**config.mk**
```make
export PLATFORM = sky130hd
export DESIGN_NAME = y_entry_filter_flat
export DESIGN_NICKNAME = d
export VERILOG_FILES = /design/src/rtl/y_entry_filter_if.sv /design/src/rtl/y_entry_filter.sv /design/src/flat_wrapper.sv
export SDC_FILE = /design/constraint.sdc
export NUM_CORES = 1
export LEC_CHECK = 0
export ABC_AREA = 0
export CAP_MARGIN = 20
export CORE_AREA = 2 2 242 172
export CTS_BUF_LIST = sky130_fd_sc_hd__clkbuf_4 sky130_fd_sc_hd__clkbuf_8
export CTS_CLUSTER_DIAMETER = 150
export CTS_CLUSTER_SIZE = 8
export DETAILED_ROUTE_END_ITERATION = 8
export DIE_AREA = 0 0 244 174
export PLACE_DENSITY = 0.94
export SLEW_MARGIN = 15
export SYNTH_ARGS = -nofsm -noshare
export SYNTH_HDL_FRONTEND = slang
export SYNTH_SLANG_ARGS = --single-unit
```
**constraint.sdc**
```tcl
create_clock -name clock -period 6.79 [get_ports clock]
set_clock_uncertainty 0.1 [all_clocks]
set_input_delay 0.679 -clock clock [delete_from_list [all_inputs] [get_ports clock]]
set_output_delay 0.679 -clock clock [all_outputs]
set_load 0.02 [all_outputs]
```
**src/rtl/y_entry_filter_if.sv**
```systemverilog
// Bus bundle for y_entry_filter: change-record input, yMem read port and calc_y result port.
interface y_entry_filter_if #(
    parameter int SLOTS  = 4,
    parameter int IDX_W  = 16,
    parameter int VAL_W  = 48,
    parameter int ADDR_W = 16
);
    // valid/ready: a transfer happens on a rising edge where both are high; the source
    // holds valid and its payload stable until then. mem_req/mem_rvalid are one-cycle strobes.
    logic                             chg_valid;
    logic                             chg_ready;
    logic [IDX_W-1:0]                 chg_row;
    logic [IDX_W-1:0]                 chg_col;
    logic [VAL_W-1:0]                 chg_delta;
    logic                             mem_req;
    logic [ADDR_W-1:0]                mem_addr;
    logic                             mem_rvalid;
    logic [SLOTS*(IDX_W+VAL_W)-1:0]   mem_rdata;
    logic                             out_valid;
    logic                             out_ready;
    logic [IDX_W-1:0]                 out_row;
    logic [VAL_W-1:0]                 out_diag;
    logic [VAL_W-1:0]                 out_offdiag;
    logic [VAL_W-1:0]                 out_delta;
    logic [1:0]                       out_found;
    logic                             out_done;

    modport slave (
        input  chg_valid, chg_row, chg_col, chg_delta, mem_rvalid, mem_rdata, out_ready,
        output chg_ready, mem_req, mem_addr, out_valid, out_row, out_diag, out_offdiag,
               out_delta, out_found, out_done
    );

    modport master (
        output chg_valid, chg_row, chg_col, chg_delta, mem_rvalid, mem_rdata, out_ready,
        input  chg_ready, mem_req, mem_addr, out_valid, out_row, out_diag, out_offdiag,
               out_delta, out_found, out_done
    );
endinterface

```
**src/rtl/y_entry_filter.sv**
```systemverilog
// Y-row entry filter: fetches Y(i,i)/Y(i,j), then Y(j,j)/Y(j,i), for one admittance change.
// Optional YFILT_MISS_CNT_EN adds an 8-bit saturating count of incomplete result sets.
module y_entry_filter #(
    parameter int SLOTS         = 4,
    parameter int IDX_W         = 16,
    parameter int VAL_W         = 48,
    parameter int WORDS_PER_ROW = 2,
    parameter int ADDR_W        = 16
) (
    input  logic              clock,
    input  logic              reset,
    y_entry_filter_if.slave   bus,
    output logic [2:0]        dbg_state
`ifdef YFILT_MISS_CNT_EN
    ,
    output logic [7:0]        miss_cnt
`endif
);
    localparam int SLOT_W = IDX_W + VAL_W;
    localparam int WORD_W = (WORDS_PER_ROW > 1) ? $clog2(WORDS_PER_ROW) : 1;
    localparam logic [IDX_W-1:0] EMPTY_COL = '1;

    typedef enum logic [2:0] {
        S_IDLE = 3'd0,
        S_REQ  = 3'd1,
        S_WAIT = 3'd2,
        S_SCAN = 3'd3,
        S_EMIT = 3'd4
    } state_t;

    state_t                     state_q, state_d;
    logic [IDX_W-1:0]           row_q, other_q;
    logic [VAL_W-1:0]           delta_q, diag_q, off_q;
    logic                       dfound_q, ofound_q, pass_q;
    logic [WORD_W-1:0]          word_q;
    logic [SLOTS*SLOT_W-1:0]    rdata_q;

    logic                       scan_dfound, scan_ofound, scan_empty, scan_done;
    logic [VAL_W-1:0]           scan_diag, scan_off;
    logic                       single, last_word;

    assign single    = (row_q == other_q);
    assign last_word = (word_q == WORD_W'(WORDS_PER_ROW - 1));
    assign scan_done = (scan_dfound && scan_ofound) || scan_empty || last_word;

    // Slots are walked lowest first so the first hit of a column wins; an empty slot
    // masks everything after it.
    always_comb begin
        scan_dfound = dfound_q;
        scan_ofound = ofound_q;
        scan_diag   = diag_q;
        scan_off    = off_q;
        scan_empty  = 1'b0;
        for (int k = 0; k < SLOTS; k++) begin
            if (!scan_empty) begin
                if (rdata_q[(k+1)*SLOT_W-1 -: IDX_W] == EMPTY_COL) begin
                    scan_empty = 1'b1;
                end else begin
                    if (rdata_q[(k+1)*SLOT_W-1 -: IDX_W] == row_q && !scan_dfound) begin
                        scan_dfound = 1'b1;
                        scan_diag   = rdata_q[k*SLOT_W +: VAL_W];
                    end
                    if (rdata_q[(k+1)*SLOT_W-1 -: IDX_W] == other_q && !scan_ofound) begin
                        scan_ofound = 1'b1;
                        scan_off    = rdata_q[k*SLOT_W +: VAL_W];
                    end
                end
            end
        end
    end

    always_ff @(posedge clock or negedge reset) begin
        if (!reset) state_q <= S_IDLE;
        else        state_q <= state_d;
    end

    always_comb begin
        state_d = state_q;
        case (state_q)
            S_IDLE: if (bus.chg_valid) state_d = S_REQ;
            S_REQ:  state_d = S_WAIT;
            S_WAIT: if (bus.mem_rvalid) state_d = S_SCAN;
            S_SCAN: state_d = scan_done ? S_EMIT : S_REQ;
            S_EMIT: if (bus.out_ready) state_d = (pass_q || single) ? S_IDLE : S_REQ;
            default: state_d = S_IDLE;
        endcase
    end

    always_ff @(posedge clock or negedge reset) begin
        if (!reset) begin
            row_q    <= '0;
            other_q  <= '0;
            delta_q  <= '0;
            diag_q   <= '0;
            off_q    <= '0;
            dfound_q <= 1'b0;
            ofound_q <= 1'b0;
            pass_q   <= 1'b0;
            word_q   <= '0;
            rdata_q  <= '0;
        end else begin
            case (state_q)
                S_IDLE: if (bus.chg_valid) begin
                    row_q    <= bus.chg_row;
                    other_q  <= bus.chg_col;
                    delta_q  <= bus.chg_delta;
                    pass_q   <= 1'b0;
                    word_q   <= '0;
                    dfound_q <= 1'b0;
                    ofound_q <= 1'b0;
                    diag_q   <= '0;
                    off_q    <= '0;
                end
                S_WAIT: if (bus.mem_rvalid) rdata_q <= bus.mem_rdata;
                S_SCAN: begin
                    dfound_q <= scan_dfound;
                    ofound_q <= scan_ofound;
                    diag_q   <= scan_diag;
                    off_q    <= scan_off;
                    if (!scan_done) word_q <= word_q + WORD_W'(1);
                end
                // Second pass scans row j with the roles of row and other exchanged.
                S_EMIT: if (bus.out_ready && !pass_q && !single) begin
                    row_q    <= other_q;
                    other_q  <= row_q;
                    dfound_q <= 1'b0;
                    ofound_q <= 1'b0;
                    diag_q   <= '0;
                    off_q    <= '0;
                    word_q   <= '0;
                    pass_q   <= 1'b1;
                end
                default: ;
            endcase
        end
    end

`ifdef YFILT_MISS_CNT_EN
    always_ff @(posedge clock or negedge reset) begin
        if (!reset) begin
            miss_cnt <= '0;
        end else if (state_q == S_EMIT && bus.out_ready && !(dfound_q && ofound_q)
                     && miss_cnt != 8'hFF) begin
            miss_cnt <= miss_cnt + 8'd1;
        end
    end
`endif

    assign bus.chg_ready   = (state_q == S_IDLE);
    assign bus.mem_req     = (state_q == S_REQ);
    assign bus.mem_addr    = (state_q == S_REQ)
                           ? ADDR_W'(row_q) * ADDR_W'(WORDS_PER_ROW) + ADDR_W'(word_q)
                           : '0;
    assign bus.out_valid   = (state_q == S_EMIT);
    assign bus.out_done    = (state_q == S_EMIT) && (pass_q || single);
    assign bus.out_row     = row_q;
    assign bus.out_diag    = diag_q;
    assign bus.out_offdiag = off_q;
    assign bus.out_delta   = delta_q;
    assign bus.out_found   = {dfound_q, ofound_q};
    assign dbg_state       = state_q;
endmodule

```
**src/flat_wrapper.sv**
```systemverilog
// flat-port wrapper written by rule: the top's interface ports become plain ports
module y_entry_filter_flat 
#(
    parameter int SLOTS         = 4,
    parameter int IDX_W         = 16,
    parameter int VAL_W         = 48,
    parameter int WORDS_PER_ROW = 2,
    parameter int ADDR_W        = 16
)
  (clock, reset, dbg_state, bus_chg_valid, bus_chg_row, bus_chg_col, bus_chg_delta, bus_mem_rvalid, bus_mem_rdata, bus_out_ready, bus_chg_ready, bus_mem_req, bus_mem_addr, bus_out_valid, bus_out_row, bus_out_diag, bus_out_offdiag, bus_out_delta, bus_out_found, bus_out_done);
  y_entry_filter_if #(.SLOTS(SLOTS), .IDX_W(IDX_W), .VAL_W(VAL_W), .ADDR_W(ADDR_W)) bus_i ();
  input  logic clock;
  input  logic reset;
  output logic [2:0] dbg_state;
  input wire logic [$bits(bus_i.chg_valid)-1:0] bus_chg_valid;
  input wire logic [$bits(bus_i.chg_row)-1:0] bus_chg_row;
  input wire logic [$bits(bus_i.chg_col)-1:0] bus_chg_col;
  input wire logic [$bits(bus_i.chg_delta)-1:0] bus_chg_delta;
  input wire logic [$bits(bus_i.mem_rvalid)-1:0] bus_mem_rvalid;
  input wire logic [$bits(bus_i.mem_rdata)-1:0] bus_mem_rdata;
  input wire logic [$bits(bus_i.out_ready)-1:0] bus_out_ready;
  output wire logic [$bits(bus_i.chg_ready)-1:0] bus_chg_ready;
  output wire logic [$bits(bus_i.mem_req)-1:0] bus_mem_req;
  output wire logic [$bits(bus_i.mem_addr)-1:0] bus_mem_addr;
  output wire logic [$bits(bus_i.out_valid)-1:0] bus_out_valid;
  output wire logic [$bits(bus_i.out_row)-1:0] bus_out_row;
  output wire logic [$bits(bus_i.out_diag)-1:0] bus_out_diag;
  output wire logic [$bits(bus_i.out_offdiag)-1:0] bus_out_offdiag;
  output wire logic [$bits(bus_i.out_delta)-1:0] bus_out_delta;
  output wire logic [$bits(bus_i.out_found)-1:0] bus_out_found;
  output wire logic [$bits(bus_i.out_done)-1:0] bus_out_done;
  assign bus_i.chg_valid = bus_chg_valid;
  assign bus_i.chg_row = bus_chg_row;
  assign bus_i.chg_col = bus_chg_col;
  assign bus_i.chg_delta = bus_chg_delta;
  assign bus_i.mem_rvalid = bus_mem_rvalid;
  assign bus_i.mem_rdata = bus_mem_rdata;
  assign bus_i.out_ready = bus_out_ready;
  assign bus_chg_ready = bus_i.chg_ready;
  assign bus_mem_req = bus_i.mem_req;
  assign bus_mem_addr = bus_i.mem_addr;
  assign bus_out_valid = bus_i.out_valid;
  assign bus_out_row = bus_i.out_row;
  assign bus_out_diag = bus_i.out_diag;
  assign bus_out_offdiag = bus_i.out_offdiag;
  assign bus_out_delta = bus_i.out_delta;
  assign bus_out_found = bus_i.out_found;
  assign bus_out_done = bus_i.out_done;
  y_entry_filter #(.SLOTS(SLOTS), .IDX_W(IDX_W), .VAL_W(VAL_W), .WORDS_PER_ROW(WORDS_PER_ROW), .ADDR_W(ADDR_W)) u_core (.clock(clock), .reset(reset), .bus(bus_i), .dbg_state(dbg_state));
endmodule
```
==> metrics.txt <==
outcome finished clean; Initial Util 55.2%; CTS Buf Count 60; Reg area 0.0110 mm2; worst vdd ir 0.357 mV; cell family with most CP delay compound AO/OA/AOI/OAI gates; synthesis-to-finish area growth 28.7%; die area 0.0425 mm2; vias in the first global route 20.1k; Final Hold Viols 0; Cells after DPL 2942; fin crit share 58.6%; PortBufs 525; Core Region 0.0404 mm2; Routed WL 78400 um; Critical Path RT 7.22 ns; Setup violations, final 0; setup_tns 0 ns; area of the multi-input gates 0.0104 mm2; power per cell area 484 mW/mm2; max incr delay on CP 0.99 ns; TritonCTS clock tree yes; post-place instance area 0.0278 mm2; post-CTS sizing 0; Total GRT Usage 36.3%; Worst-Margin Slew 1.21 ns; # nets final 2804; sequential share of the synthesized area 49.2%; worst path cell trace or3_2 > inv_2 > a31oi_4 > buf_4 > a21o_1 > o21ai_0 > a221oi_1; minimum clock period 3.98 ns; utilization after layout 71.0%; DRC viols 0; global-route wire length before repair 120000 um; Avg Synthesized Cell Area 10.9 um2; die width 244 um; CP Data Arrival Time 4.41 ns; DP HPWL 51700 um; Post-Syn Area 0.0223 mm2; Worst Setup End Kind register; gpl congestion 1.00; H-tree Lvls 2; Rows 62; syn nets 2387; Hold Crit Class reg2reg; Worst-path clk slew 0.06 ns; worst skew pair latency 0.65 ns; CTS Sinks 439; achievable frequency 0.251 GHz; Yosys warning count 0; largest net degree at the start of global routing 163; Routed WL per cell 26.0 um; Max-slew headroom 19.1%; root buf cell clkbuf_8; fin area 0.0287 mm2; fin cells 3016; critical path class reg2reg; Top FF cell, synth dfrtp_1; Worst setup SP type register; initial antenna violation count 10; Async S/R FF share, synth 100%; layout cells sized above 1 15.1%; 1st-iter DRT viols 2501; synth unique cells 53; drt first pass iters 6; remaining global-route overflow 0; CP max-delay cell a31oi_4; Detail Route Antenna Nets 0; vias per std cell 6.55; #FFs+latches synth 439; RSZ-0062 raised after global routing no; Cells after Synth 2046; Via Count 19.8k; number of synthesized flops with an enable pin 0; Pleak 11.6 nW; Ports 526; fin. max-slew vios 0; Worst Path Max Fanout 35; clk buf depth 3; Fillers 2747; max-cap violations 0; Die Ht 174 um; Buf/Inv on CP 2; total power 0.0139 W
## cell usage after synthesis (2+ instances only)
cell         n  area (um2)
and2_1      20         125
a31oi_1      4        25.0
dfrtp_1    439       11000
nand4bb_1    2        22.5
nand4_1     40         250
buf_6        5        56.3
a21oi_1      3        15.0
and4_1       2        17.5
nor3_1       4        20.0
a211oi_1    49         368
mux2_2     256        2880
xor2_1      56         490
xnor2_1     89         780
nor4_1      22         138
a21o_1      48         360
mux2i_1     32         320
nand2_1    135         507
o2bb2ai_1   48         420
buf_2       31         155
nand2b_1     2        12.5
inv_2        2        7.51
o211a_1     48         480
nand3_1     50         250
o21ai_1    149         746
buf_4        2        15.0
nor4_2       3        37.5
o22a_1      48         420
o21ai_0    126         631
nor2_1       6        22.5
inv_1       51         191
nor2b_1      2        12.5
clkbuf_1   151         567
buf_1        6        22.5
a221oi_1    48         420
a21boi_0    48         360
o31ai_1      2        15.0
## path summary, 6_finish.rpt
check,startpoint,endpoint,slack [ns],cells past startpoint
max in group asynchronous,reset,u_core.rdata_q[168],4.53,3
setup reg to reg,u_core.dbg_state[0],u_core.bus.out_offdiag[44],2.81,7
min in group asynchronous,reset,u_core.rdata_q[141],0.55,2
hold / removal,u_core.bus.out_delta[14],u_core.bus.out_delta[14],0.41,1
setup / recovery,u_core.dbg_state[0],u_core.bus.out_offdiag[44],2.81,7
hold reg to reg,u_core.bus.out_delta[14],u_core.bus.out_delta[14],0.41,1
## what timing repair did
action                                 4_1_cts  5_1_grt
endpoints found under the hold margin       86        0
hold buffers                                 1        0
setup buffers                                0        0
## report_power, final
part           switching, W  internal, W  leakage (nW)
clock network      0.000985     0.000795         0.452
logic               0.00314      0.00326          5.80
registers           0.00174      0.00396          5.35
total               0.00587      0.00802          11.6
## cells by family after synthesis
| group | Yosys count | synth area share, % |
|---|---|---|
| compound gates | 629 | 19.5 |
| xor+xnor | 145 | 5.69 |
| buf+inv | 248 | 4.55 |
| flops | 439 | 49.2 |
| mux | 288 | 14.4 |
| simple gates | 297 | 6.67 |
## sequential cells by signal (all words and copies together), names as in the netlist
| register | flops |
|---|---|
| u_core.rdata_q | 256 |
| u_core.bus.out_delta | 48 |
| u_core.bus.out_diag | 48 |
| u_core.bus.out_offdiag | 48 |
| u_core.bus.out_row | 16 |
| u_core.other_q | 16 |
| u_core.dbg_state | 3 |
| u_core.dfound_q | 1 |
| u_core.last_word | 1 |
| u_core.ofound_q | 1 |
| u_core.pass_q | 1 |
## metrics by stage
stage          setup slack (ns)  hold WS [ns]
6_report                   2.81         0.407
5_1_grt                    2.69         0.426
3_5_place_dp               2.89         0.395
2_1_floorplan              3.97         0.283
4_1_cts                    2.90         0.409
3_3_place_gp               2.95         0.390
## cell usage in the layout, fill, tap and decap left out, types with 3 or more instances in the layout
cell / netlist / layout
dfrtp_1: 439 / 439
a221oi_1: 48 / 48
a21oi_1: 3 / 3
a21o_1: 48 / 48
o2bb2ai_1: 48 / 48
nor4_1: 22 / 22
inv_1: 51 / 51
mux2_2: 256 / 256
o22a_1: 48 / 48
nor2_1: 6 / 5
nand2_1: 135 / 135
buf_4: 2 / 19
a211oi_1: 49 / 49
clkbuf_8: 0 / 60
a21boi_0: 48 / 48
nand3_1: 50 / 50
nand4_1: 40 / 40
and2_1: 20 / 17
buf_12: 0 / 4
o21ai_0: 126 / 126
and2_2: 0 / 3
o21ai_1: 149 / 149
xnor2_1: 89 / 89
diode_2: 0 / 7
o211a_1: 48 / 48
xor2_1: 56 / 56
mux2i_1: 32 / 32
clkdlybuf4s50_1: 0 / 524
nor3_1: 4 / 3
## layout make-up
type / instances / area share [%]
Clock buffer: 61 / 2.90
Antenna cell: 7 / 0.0610
Clock inverter: 3 / 0.118
Timing Repair Buffer: 550 / 19.2
Multi-Input combinational cell: 1359 / 36.4
Inverter: 53 / 0.693
Sequential cell: 439 / 38.3
Tap cell: 544 / 2.37
## routing by layer
| metal | up-vias | global-route usage [%] | part of all wire, % | wire [um] |
|---|---|---|---|---|
| met2 | 1501 | 56.1 | 45 | 35500 |
| met5 | - | 0 | 0.038 | 30 |
| met4 | 4 | 16.1 | 4.7 | 3650 |
| li1 | 8255 | - | - | - |
| met3 | 293 | 7.97 | 11 | 8950 |
| met1 | 9705 | 49.6 | 39 | 30200 |
No activity file was read; power rests on OpenSTA's default activity.
